===== config.mk =====
export PLATFORM = sky130hd
export DESIGN_NAME = opl2_bus_writer
export DESIGN_NICKNAME = d
export VERILOG_FILES = /design/src/rtl/opl2_bus_writer.sv
export SDC_FILE = /design/constraint.sdc
export NUM_CORES = 1
export LEC_CHECK = 0
export BUFFER_PORTS_ARGS = -buffer_cell sky130_fd_sc_hd__buf_2
export CELL_PAD_IN_SITES_DETAIL_PLACEMENT = 1
export CELL_PAD_IN_SITES_GLOBAL_PLACEMENT = 2
export CORE_MARGIN = 2
export CORE_UTILIZATION = 38
export DETAILED_ROUTE_END_ITERATION = 10
export PLACE_DENSITY = 0.82
export SYNTH_ARGS = -nofsm -noshare
export SYNTH_HDL_FRONTEND = slang
export SYNTH_SLANG_ARGS = --single-unit

===== constraint.sdc =====
create_clock -name clk -period 3.4 [get_ports clk]
set_input_delay 0.68 -clock clk [delete_from_list [all_inputs] [get_ports clk]]
set_output_delay 0.68 -clock clk [all_outputs]
set_load 0.1 [all_outputs]

===== src/rtl/opl2_bus_writer.sv =====
// ---------------------------------------------------------------------------
// opl2_bus_writer
//
// Turns OPL2 register-write requests (register index + value) into the
// two-phase host-bus sequence the chip expects: an address-port write,
// a settling wait, a data-port write, then a longer settling wait. All
// bus pins come straight from flops.
//
// Parameters
//   WR_PULSE_CYCLES   clk cycles wr_n/cs_n are held low per bus write (1..255)
//   ADDR_WAIT_CYCLES  idle cycles after the address-port write    (1..255)
//   DATA_WAIT_CYCLES  idle cycles after the data-port write       (1..255)
//
// Ports
//   clk          single clock, all state changes on posedge
//   reset        asynchronous, active-high reset
//   req_valid    register-write request present
//   req_ready    request accepted when req_valid && req_ready at posedge clk
//   req_address  OPL2 register index
//   req_data     value for that register
//   cs_n         chip select, active low
//   wr_n         write strobe, active low
//   rd_n         read strobe, always 1
//   address      bus A0: 0 = address port, 1 = data port
//   dout         bus write data
//   busy         sequence in progress or a request is buffered
//
// Build option
//   OPL2_BUS_WRITER_FIFO_EN  when defined, a 4-entry request FIFO sits in
//                            front of the sequencer and req_ready = !full.
//                            When undefined there is no buffer and
//                            req_ready is high only in IDLE or in the last
//                            DATA_WAIT cycle.
// ---------------------------------------------------------------------------
module opl2_bus_writer #(
    parameter int unsigned WR_PULSE_CYCLES  = 2,
    parameter int unsigned ADDR_WAIT_CYCLES = 12,
    parameter int unsigned DATA_WAIT_CYCLES = 84
) (
    input  logic       clk,
    input  logic       reset,
    input  logic       req_valid,
    output logic       req_ready,
    input  logic [7:0] req_address,
    input  logic [7:0] req_data,
    output logic       cs_n,
    output logic       wr_n,
    output logic       rd_n,
    output logic       address,
    output logic [7:0] dout,
    output logic       busy
);

    localparam logic [2:0] IDLE      = 3'd0;
    localparam logic [2:0] ADDR_WR   = 3'd1;
    localparam logic [2:0] ADDR_WAIT = 3'd2;
    localparam logic [2:0] DATA_WR   = 3'd3;
    localparam logic [2:0] DATA_WAIT = 3'd4;

    // Counters count down to zero, so each phase loads its length minus one.
    localparam logic [7:0] WR_LOAD        = 8'(WR_PULSE_CYCLES - 1);
    localparam logic [7:0] ADDR_WAIT_LOAD = 8'(ADDR_WAIT_CYCLES - 1);
    localparam logic [7:0] DATA_WAIT_LOAD = 8'(DATA_WAIT_CYCLES - 1);

    logic [2:0] state;
    logic [7:0] counter;
    logic [7:0] data_q;
    logic       rd_n_q;

    logic       can_take;
    logic       take;
    logic       pending;
    logic [7:0] next_address;
    logic [7:0] next_data;

    // The sequencer can start a new write from IDLE or straight out of the
    // last DATA_WAIT cycle, which gives back-to-back writes no extra gap.
    assign can_take = (state == IDLE) ||
                      ((state == DATA_WAIT) && (counter == 8'd0));

`ifdef OPL2_BUS_WRITER_FIFO_EN
    logic [15:0] fifo_mem [4];
    logic [1:0]  fifo_rd_ptr;
    logic [1:0]  fifo_wr_ptr;
    logic [2:0]  fifo_count;
    logic        fifo_empty;
    logic        fifo_full;
    logic        accept;
    logic        bypass;
    logic        fifo_push;
    logic        fifo_pop;

    assign fifo_empty = (fifo_count == 3'd0);
    assign fifo_full  = (fifo_count == 3'd4);
    assign req_ready  = !reset && !fifo_full;
    assign accept     = req_valid && req_ready;

    // An empty FIFO is skipped when the sequencer is free so a request still
    // reaches the bus one edge after it is accepted.
    assign fifo_pop   = can_take && !fifo_empty;
    assign bypass     = can_take && fifo_empty && accept;
    assign fifo_push  = accept && !bypass;
    assign take       = fifo_pop || bypass;
    assign pending    = !fifo_empty;

    assign next_address = fifo_empty ? req_address : fifo_mem[fifo_rd_ptr][15:8];
    assign next_data    = fifo_empty ? req_data    : fifo_mem[fifo_rd_ptr][7:0];

    always_ff @(posedge clk or posedge reset) begin
        if (reset) begin
            fifo_rd_ptr <= 2'd0;
            fifo_wr_ptr <= 2'd0;
            fifo_count  <= 3'd0;
        end else begin
            if (fifo_push) begin
                fifo_wr_ptr <= fifo_wr_ptr + 2'd1;
            end
            if (fifo_pop) begin
                fifo_rd_ptr <= fifo_rd_ptr + 2'd1;
            end
            case ({fifo_push, fifo_pop})
                2'b10:   fifo_count <= fifo_count + 3'd1;
                2'b01:   fifo_count <= fifo_count - 3'd1;
                default: fifo_count <= fifo_count;
            endcase
        end
    end

    // Storage needs no reset; the pointers define what is valid.
    always_ff @(posedge clk) begin
        if (fifo_push) begin
            fifo_mem[fifo_wr_ptr] <= {req_address, req_data};
        end
    end
`else
    assign req_ready    = !reset && can_take;
    assign take         = req_valid && can_take;
    assign pending      = 1'b0;
    assign next_address = req_address;
    assign next_data    = req_data;
`endif

    assign busy = (state != IDLE) || pending;
    assign rd_n = rd_n_q;

    // Reads are never issued; rd_n is still a flop so every bus pin is registered.
    always_ff @(posedge clk or posedge reset) begin
        if (reset) begin
            rd_n_q <= 1'b1;
        end else begin
            rd_n_q <= 1'b1;
        end
    end

    // Sequencer. address/dout are only loaded on entry to a write phase,
    // so they stay stable for the whole time wr_n is low.
    always_ff @(posedge clk or posedge reset) begin
        if (reset) begin
            state   <= IDLE;
            counter <= 8'd0;
            cs_n    <= 1'b1;
            wr_n    <= 1'b1;
            address <= 1'b0;
            dout    <= 8'd0;
            data_q  <= 8'd0;
        end else if (take) begin
            state   <= ADDR_WR;
            counter <= WR_LOAD;
            cs_n    <= 1'b0;
            wr_n    <= 1'b0;
            address <= 1'b0;
            dout    <= next_address;
            data_q  <= next_data;
        end else begin
            case (state)
                IDLE: begin
                    counter <= 8'd0;
                end
                ADDR_WR: begin
                    if (counter == 8'd0) begin
                        state   <= ADDR_WAIT;
                        counter <= ADDR_WAIT_LOAD;
                        cs_n    <= 1'b1;
                        wr_n    <= 1'b1;
                    end else begin
                        counter <= counter - 8'd1;
                    end
                end
                ADDR_WAIT: begin
                    if (counter == 8'd0) begin
                        state   <= DATA_WR;
                        counter <= WR_LOAD;
                        cs_n    <= 1'b0;
                        wr_n    <= 1'b0;
                        address <= 1'b1;
                        dout    <= data_q;
                    end else begin
                        counter <= counter - 8'd1;
                    end
                end
                DATA_WR: begin
                    if (counter == 8'd0) begin
                        state   <= DATA_WAIT;
                        counter <= DATA_WAIT_LOAD;
                        cs_n    <= 1'b1;
                        wr_n    <= 1'b1;
                    end else begin
                        counter <= counter - 8'd1;
                    end
                end
                DATA_WAIT: begin
                    if (counter == 8'd0) begin
                        state <= IDLE;
                    end else begin
                        counter <= counter - 8'd1;
                    end
                end
                default: begin
                    state   <= IDLE;
                    counter <= 8'd0;
                    cs_n    <= 1'b1;
                    wr_n    <= 1'b1;
                end
            endcase
        end
    end

endmodule


---- Yosys cells after proc, flatten, opt, wreduce, memory -nomap -nowiden ----
Index checks and enable logic that the tools add are counted.
operators by class
  add/sub/neg operators ................... 1
  equal/unequal tests ..................... 12
  mux-type cells .......................... 21
  reduce and logical (&&, ||, !) cells .... 15
operator list
  operator                                                            count
  8-bit 2-to-1 mux                                                    8
  8-bit one-hot mux with 4 select lines                               1
  3-bit 2-to-1 mux                                                    5
  3-bit one-hot mux with 5 select lines                               1
  3-bit != test, second input constant                                4
  8-bit logical NOT                                                   1
  8-bit by 1-bit subtractor with 8-bit output, second input constant  1
  3-bit by 2-bit == test with 1-bit output, second input constant     2
  1-bit 2-to-1 mux                                                    5
  5-bit AND reduction                                                 1
  2-bit nonzero test                                                  2
  2-bit OR reduction                                                  2
  3-bit by 1-bit == test with 1-bit output, second input constant     1
  3-bit == test, second input constant                                1
  1-bit logical AND                                                   3
  3-bit logical NOT                                                   1
  3-bit by 1-bit != test with 1-bit output, second input constant     1
  3-bit by 2-bit != test with 1-bit output, second input constant     1
  1-bit one-hot mux with 3 select lines                               1
  3-bit AND reduction                                                 1
  3-bit nonzero test                                                  1
  2-bit by 1-bit != test with 1-bit output, second input constant     1
  2-bit != test, second input constant                                1
  2-bit AND reduction                                                 1
  other kinds (2)                                                     2
storage, ports and cells
  register bits after elaboration ......... 29
  input port bits ......................... 19
  output and inout bits ................... 14
  logic and storage cells ................. 55

---- Depth between registers and ports, before layout ----
Gate-level depths: netlist (run 1).
  word-level depth ........................ 6
  depth in mapped cells ................... 7
  depth with buffers taken out ............ 6

---- Worst setup path before layout (run 1) ----
OpenSTA, ideal clock, no wires.
  path kind ............................... register to output
  from .................................... register counter[0]
  to ...................................... output req_ready
  arrival ................................. 3507 ps
  data required time ...................... 2720 ps
  slack ................................... -787 ps
  stages on the path, launching flop included .. 6
  buffers on the path ..................... 0
  cell sequence ........................... dfrtp_1 inv_1 ha_1 nor4b_4 nand2_1 a211oi_1
between the ends
  longest elaborated chain between the ends .. 4
RTL lines
  element                 RTL line  source
  start, declared         66        logic [7:0] counter;
  start signal, assigned  186       counter <= counter - 8'd1;
  start signal, assigned  198       counter <= counter - 8'd1;
  start signal, assigned  208       counter <= counter - 8'd1;
  8-bit logical NOT       79        ((state == DATA_WAIT) && (counter == 8'd0));
  1-bit logical AND       79
  1-bit logical OR        78        assign can_take = (state == IDLE) ||
  1-bit logical AND       136       assign req_ready = !reset && can_take;
  end, declared           43        output logic req_ready,
No other way between the ends.

---- Worst setup path in the final report (run 1) ----
Same ends and word-level chain as after synthesis.

==> results of run 1 <==
-- final timing paths --
kind | end | startpoint | slack (ns) | depth (start not counted)
max reg2reg | dout[0]$_DFFE_PP0P_ | counter[0]$_DFFE_PP0P_ | 1.07 | 6
max in group asynchronous | dout[0]$_DFFE_PP0P_ | reset | 2.03 | 2
min reg2reg | data_q[7]$_DFFE_PP0P_ | data_q[7]$_DFFE_PP0P_ | 0.51 | 1
max | req_ready | counter[0]$_DFFE_PP0P_ | 0.25 | 6
min | data_q[7]$_DFFE_PP0P_ | data_q[7]$_DFFE_PP0P_ | 0.51 | 1
min in group asynchronous | data_q[5]$_DFFE_PP0P_ | reset | 0.70 | 2
-- final cells by class --
type	count	area (um2)	share of cell area [%]
Timing Repair Buffer	31	155	8.05
Inverter	5	18.8	0.973
Clock buffer	6	82.6	4.28
Tap cell	50	62.6	3.24
Sequential cell	29	727	37.7
Multi-Input combinational cell	102	845	43.8
Clock inverter	2	37.5	1.95
-- logic make-up (layout without fill, tap and decap cells) --
family	Yosys count	in the layout	synth area share [%]
AO/OA/AOI/OAI	25	25	11.3
AND/OR/NAND/NOR	48	48	18.9
XOR/XNOR	3	3	1.61
multiplexers	24	24	18.6
flip-flops	29	29	44.5
adder cells (fa/ha/maj)	1	1	0.766
buffers and inverters	13	44	4.06
other	1	1	0.230
-- through the flow --
step                      util [%]  std cells  setup slack [ns]  area, um2
after floorplan                  -        144             0.171       1640
after CTS                     47.5        225             0.247       1930
after global routing          47.5        225             0.127       1930
after global placement        44.6        217             0.660       1810
final                         47.5        225             0.249       1930
after detailed placement      44.6        217             0.580       1810
-- worst max-delay path: stages (launching register included) --
cell	delay (ns)
dfrtp_1	0.42
inv_1	0.07
ha_1	0.24
nor4b_4	0.42
nand2_1	0.31
a211oi_2	0.28
buf_2	0.45
-- per-layer routing --
layer / wire (um) / share of wire [%]
met1: 1670 / 44
met2: 1920 / 50
met3: 177 / 4.6
met4: 65 / 1.7
met5: 0 / 0
-- state kept, by name (all words and copies together) (netlist names) --
register and count:
dout 8, counter 8, wr_n 1, data_q 8
address 1, state 3
-- Yosys cell counts (2+ instances only) --
cell      count  area (um2)
nand3_1       4        20.0
or3b_2        2        17.5
nand2_1       6        22.5
buf_4         2        15.0
buf_2         2        10.0
a211oi_1      3        22.5
or3_1         2        12.5
mux2_2       15         169
clkbuf_1      3        11.3
nor2b_1       2        12.5
a21oi_1       8        40.0
xor2_1        2        17.5
nand2b_1      2        12.5
o21ai_0       2        10.0
mux2_4        9         135
a311oi_1      2        17.5
dfrtp_1      28         701
or4_1         2        15.0
inv_1         5        18.8
nor3_1       10        50.1
nor2_1        8        30.0
==> impl_results.md, run 1 <==
- Status: finished clean
- Port Buf Inserts: 31
- CP Class: flip-flop to primary output
- YS warnings: 0
- Vias per inst: 5.55
- Slew @ Worst Pin: 1.10 ns
- Final Hold Slack: 0.507 ns
- Max frequency: 0.317 GHz
- Slew headroom: 26.3%
- Clk root buf: clkbuf_8
- Final GP Congestion: 0.824
- CTS Hold Buffers Added: 0
- Met1 Usage GRT: 21.1%
- Ys flop type: dfrtp_1
- Syn Nets: 164
- Htree depth: 2
- Initial antenna violation count: 0
- Residual overflow from global routing: 0
- Post-CTS Resized: 0
- GR Util All Layers: 17.2%
- Final setup viols: 0
- Layout cells sized above 1: 42.9%
- Die Wd: 69.6 um
- Io pins: 33
- Met3 usage: 4.07%
- Area of the core: 4060 um2
- Vias in the first global route: 1360
- Post-route ant nets: 0
- P&R area growth vs syn: 18.1%
- Asr flop ratio synth: 100%
- Post-synthesis sequential area ratio: 44.5%
- RSZ-0062 raised after global routing: false
- GR Util met2: 29.2%
- First-pass GRT wire length: 6580 um
- Starting Density: 40.2%
- Post-synth EDFFs: 0
- Clock Skews: 0.00677 ns
- Antenna fix cells: 0
- Most frequent cells in the layout: buf_2, dfrtp_1, mux2_2
- Largest net degree at the start of global routing: 30
- Final worst-path cycle share: 92.7%
- Req. time, crit path: 2.72 ns
- Nets: 194
- Initial DRC Count: 67
- Die area: 4840 um2
- Via count: 1249
- Worst skew pair latency: 0.28 ns
- Die Span Y: 69.6 um
- Synth Register Bits: 29
- CTS tree: built
- Worst-path clk slew: 0.06 ns
- Drc violations: 0
- Mean post-synth cell area: 11.3 um2
- Core Rows: 23
- Clk buf depth: 2
- Most common cell after layout, fill and taps aside: buf_2
- CP Launch Type: flip-flop
- Mean routed wirelength per cell: 17.0 um
- Setup TNS: 0 ns
- Syn Std Cell Area: 1630 um2
- Worst setup EP type: primary output
- Drt pass-1 iters: 4
- Final wirelength: 3830 um
- Fillers: 466
- Worst hold path type: flip-flop to flip-flop
- Worst-path fanout max: 8
- Hpwl dp: 2880 um
- Syn Inst Count: 144
- Fin. max-slew vios: 0
- CTS Buf Count: 5
- Post-CTS Repair Setup Buffers: 0
- Tmin final: 3.15 ns
- Max_cap viols: 0
- Netlist cell types: 46
- Clock sinks: 29
- Worst Path Arrival: 2.47 ns
- Busiest layer in global routing: met2
- Final hold viol count: 0
Power of run 1 is not shown: default switching activity piles up to over one toggle a cycle in this logic, so the estimate is an artifact.
==> inputs of run 2 (changes only) <==
--- a/config.mk
+++ b/config.mk
@@ -9,9 +9,9 @@
 export CELL_PAD_IN_SITES_DETAIL_PLACEMENT = 1
 export CELL_PAD_IN_SITES_GLOBAL_PLACEMENT = 2
 export CORE_MARGIN = 2
-export CORE_UTILIZATION = 38
+export CORE_UTILIZATION = 35
 export DETAILED_ROUTE_END_ITERATION = 10
-export PLACE_DENSITY = 0.82
+export PLACE_DENSITY = 0.77
 export SYNTH_ARGS = -nofsm -noshare
 export SYNTH_HDL_FRONTEND = slang
 export SYNTH_SLANG_ARGS = --single-unit
==> constraint.sdc (replaced) <==
create_clock -name clk -period 2.9 [get_ports clk]
set_input_delay 0.58 -clock clk [delete_from_list [all_inputs] [get_ports clk]]
set_output_delay 0.58 -clock clk [all_outputs]
set_load 0.1 [all_outputs]
==> impl_results.md, run 2 (synthesis results as in run 1) <==
- Slew headroom: 52.8%
- Worst hold path type: input pin to asynchronous set/reset pin
- Port Buf Inserts: 31
- Vias in the first global route: 1389
- Post-CTS Repair Setup Buffers: 0
- CP Class: flip-flop to primary output
- Largest net degree at the start of global routing: 30
- Die Wd: 72.3 um
- Core Rows: 24
- Post-CTS Resized: 0
- Io pins: 33
- Drc violations: 0
- Most frequent cells in the layout: buf_2, dfrtp_1, mux2_2
- First-pass GRT wire length: 6750 um
- Largest stage delay on the critical path: 0.42 ns
- Die Span Y: 72.3 um
- Fin. max-slew vios: 0
- WP depth: 6
- RSZ-0062 raised after global routing: false
- Fillers: 484
- Cell Chain, Critical Path: inv_1 > ha_1 > nor4b_4 > nand2_1 > a211oi_4 > buf_12
- Tmin final: 2.70 ns
- Worst r2r src: counter[0]$_DFFE_PP0P_
- Drt pass-1 iters: 4
- Post-DP Area: 1860 um2
- Worst reg2reg path depth: 6
- CP Launch Type: flip-flop
- Req. time, crit path: 2.32 ns
- Mean routed wirelength per cell: 17.2 um
- Residual overflow from global routing: 0
- Slew @ Worst Pin: 0.705 ns
- Clock sinks: 29
- Hpwl dp: 2920 um
- R2R Setup Slk: 0.64 ns
- Die area: 5230 um2
- Final hold viol count: 0
- Worst-path clk slew: 0.06 ns
- Final setup viols: 0
- Area of the core: 4410 um2
- Nets: 197
- Antenna fix cells: 0
- Post-route ant nets: 0
- P&R area growth vs syn: 20.8%
- Final Core Density: 44.7%
- Final wirelength: 3950 um
- CTS Buf Count: 5
- Max frequency: 0.370 GHz
- CTS Hold Buffers Added: 0
- Most common cell after layout, fill and taps aside: buf_2
- Buffers plus inverters on the worst setup path: 2
- Vias per inst: 5.44
- Worst-path fanout max: 6
- Final worst-path cycle share: 93.1%
- Worst Path Arrival: 2.12 ns
- Status: finished clean
- CP delay by family, top: simple AND/OR/NAND/NOR gates
- Worst setup EP type: primary output
- Clk root buf: clkbuf_8
- Worst skew pair latency: 0.28 ns
- Biggest regs: counter: 8 flops, data_q: 8 flops, dout: 8 flops
- Max_cap viols: 0
- Layout Cell Area excl Fill: 1970 um2
- Layout cells sized above 1: 43.3%
- Starting Density: 37.0%
- Clock Skews: 0.00394 ns
- CTS tree: built
- Final GP Congestion: 0.909
- Initial DRC Count: 114
- Clk buf depth: 2
- Setup TNS: 0 ns
- Htree depth: 2
- Via count: 1252
- GR Util All Layers: 17.1%
- Initial antenna violation count: 0
- Slowest CP cell: dfrtp_1
- RR Endpoint: dout[0]$_DFFE_PP0P_
==> run 2: cell type report <==
type | instances | area (um2) | area share [%]
repair buffers | 34 | 193 | 9.77
multi-input cells | 102 | 852 | 43.2
clock buffers | 7 | 86.3 | 4.38
well taps | 52 | 65.1 | 3.30
clock inverters | 1 | 30.0 | 1.52
flip-flops and latches | 29 | 727 | 36.9
inverters | 5 | 18.8 | 0.952
==> run 2: metrics by stage <==
step | std cells | setup slack (ns) | hold WS [ns]
3_5_place_dp | 222 | 0.497 | 0.495
3_3_place_gp | 222 | 0.562 | 0.484
6_report | 230 | 0.201 | 0.401
2_1_floorplan | 144 | 0.151 | 0.475
5_1_grt | 230 | 0.0602 | 0.439
4_1_cts | 230 | 0.187 | 0.421
==> run 2: worst max path at each step <==
stage / start / to
2_1_floorplan: counter[0]$_DFFE_PP0P_ / req_ready
3_3_place_gp: counter[0]$_DFFE_PP0P_ / req_ready
3_5_place_dp: counter[0]$_DFFE_PP0P_ / req_ready
4_1_cts: counter[0]$_DFFE_PP0P_ / req_ready
5_1_grt: counter[0]$_DFFE_PP0P_ / req_ready
6_report: counter[0]$_DFFE_PP0P_ / req_ready
==> run 2: routing by layer <==
metal	vias up	routed length, um	global-route usage (%)
li1	589	-	-
met1	609	1730	21.1
met2	45	1940	28.4
met3	9	201	4.58
met4	0	72	6.71
met5	-	0	0
==> run 2: worst register-to-register path, delay by kind of cell, from the launching register on <==
| family | cells | cell delay (ns) |
|---|---|---|
| buffers and inverters | 1 | 0.08 |
| AND/OR/NAND/NOR | 2 | 0.75 |
| adder cells (fa/ha/maj) | 1 | 0.25 |
| multiplexers | 2 | 0.65 |
| flip-flops | 1 | 0.42 |
Power of run 2 is left out for the same reason.
==> inputs of run 3 (changes only) <==
==> config.mk (replaced) <==
export PLATFORM = sky130hd
export DESIGN_NAME = opl2_bus_writer
export DESIGN_NICKNAME = d
export VERILOG_FILES = /design/src/rtl/opl2_bus_writer.sv
export SDC_FILE = /design/constraint.sdc
export NUM_CORES = 1
export LEC_CHECK = 0
export BUFFER_PORTS_ARGS = -buffer_cell sky130_fd_sc_hd__buf_2
export CORE_MARGIN = 2
export CORE_UTILIZATION = 50
export DETAILED_ROUTE_END_ITERATION = 10
export PLACE_DENSITY = 0.72
export SYNTH_ARGS = -nofsm -noshare
export SYNTH_HDL_FRONTEND = slang
export SYNTH_SLANG_ARGS = --single-unit
==> impl_results.md, run 3 (synthesis results as in run 1) <==
- Status: finished clean
- Clk root buf: clkbuf_4
- Layout cells sized above 1: 44.8%
- Clock sinks: 29
- Biggest regs: counter: 8 flops, data_q: 8 flops, dout: 8 flops
- Drc violations: 0
- Htree depth: 2
- First-pass GRT wire length: 5370 um
- Req. time, crit path: 2.32 ns
- Clk buf depth: 2
- Io pins: 33
- Final wirelength: 3360 um
- Die Wd: 61.1 um
- Drt pass-1 iters: 4
- Final Hold Slack: 0.320 ns
- Tmin final: 2.78 ns
- Port Buf Inserts: 31
- Most frequent cells in the layout: buf_2, dfrtp_1, mux2_2
- Starting Density: 53.0%
- Initial DRC Count: 80
- P&R area growth vs syn: 17.7%
- Final GP Congestion: 0.866
- Vias in the first global route: 1153
- CP Class: flip-flop to primary output
- Hpwl dp: 2320 um
- CTS tree: built
- Slew headroom: 53.9%
- Fin. max-slew vios: 0
- Cell Chain, Critical Path: inv_1 > ha_1 > nor4b_4 > nand2_2 > a211oi_4 > buf_12
- Area of the core: 3080 um2
- Worst setup EP type: primary output
- Mean routed wirelength per cell: 14.9 um
- Largest net degree at the start of global routing: 30
- Antenna fix cells: 0
- Worst-path fanout max: 8
- Worst skew pair latency: 0.34 ns
- Residual overflow from global routing: 0
- Slew @ Worst Pin: 0.688 ns
- GR Util All Layers: 20.5%
- Die Span Y: 61.1 um
- Most common cell after layout, fill and taps aside: buf_2
- CTS Buf Count: 5
- Max_cap viols: 0
- Die area: 3740 um2
- Slowest CP cell: dfrtp_1
- Clock Skews: 0.00783 ns
- Core Rows: 20
- Post-route ant nets: 0
- CP Launch Type: flip-flop
- Nets: 200
- Max frequency: 0.360 GHz
- Via count: 1256
- Final hold viol count: 0
- Worst Path Arrival: 2.20 ns
- Initial antenna violation count: 0
- Largest stage delay on the critical path: 0.44 ns
- Vias per inst: 5.58
- Worst-path clk slew: 0.09 ns
- Final worst-path cycle share: 95.8%
- Final setup viols: 0
- Worst hold path type: input pin to asynchronous set/reset pin
-- run 3: worst max-delay path, delay by kind of cell, from the launching register on --
family                     cells  cell delay (ns)
adders and majority gates      1             0.25
AOI/OAI and AO/OA              1             0.33
DFF                            1             0.44
buffers and inverters          2             0.28
and+or+nand+nor                2             0.56
-- run 3: area by class of cell --
cell class / count / area (um2)
Clock buffer: 6 / 41.3
Clock inverter: 2 / 10.0
Fill cell: 271 / 1160
Inverter: 5 / 18.8
Multi-Input combinational cell: 102 / 855
Sequential cell: 29 / 727
Tap cell: 44 / 55.1
Timing Repair Buffer: 37 / 215
-- run 3: through the flow --
| stage | cells | area (um2) | setup slack (ns) | setup TNS, ns | util (%) |
|---|---|---|---|---|---|
| floorplan | 144 | 1650 | 0.151 | 0 | - |
| global placement | 212 | 1830 | 0.458 | 0 | 59.5 |
| detailed placement | 212 | 1830 | 0.379 | 0 | 59.5 |
| CTS | 220 | 1880 | 0.0666 | 0 | 61.2 |
| global route | 225 | 1920 | -0.000124 | -0.000124 | 62.4 |
| finish | 225 | 1920 | 0.123 | 0 | 62.4 |
-- run 3: metal layers --
layer / track usage (%) / vias to the layer above / share of wire (%)
met5: 0 / - / 0
met4: 7.76 / 0 / 1.4
met3: 8.40 / 6 / 6.4
met2: 29.8 / 42 / 49
met1: 27.4 / 610 / 43
li1: - / 598 / -
-- run 3: final timing paths --
check | startpoint | endpoint | slack [ns] | cells after the start
max | counter[0]$_DFFE_PP0P_ | req_ready | 0.12 | 6
min | reset | state[0]$_DFFE_PP0P_ | 0.32 | 3
max reg2reg | counter[0]$_DFFE_PP0P_ | dout[5]$_DFFE_PP0P_ | 0.47 | 8
min reg2reg | data_q[6]$_DFFE_PP0P_ | data_q[6]$_DFFE_PP0P_ | 0.51 | 1
max in group asynchronous | reset | wr_n$_DFFE_PP1P_ | 2.28 | 3
min in group clk | req_data[5] | data_q[5]$_DFFE_PP0P_ | 0.47 | 2
-- run 3: timing repair --
action / in CTS / in global routing
buffers inserted: 0 / 5
resized for setup: 1 / 0
gates cloned: 0 / 0
hold buffers: 0 / 0
endpoints found under the setup margin: 1 / 1
Power of run 3 is left out for the same reason.
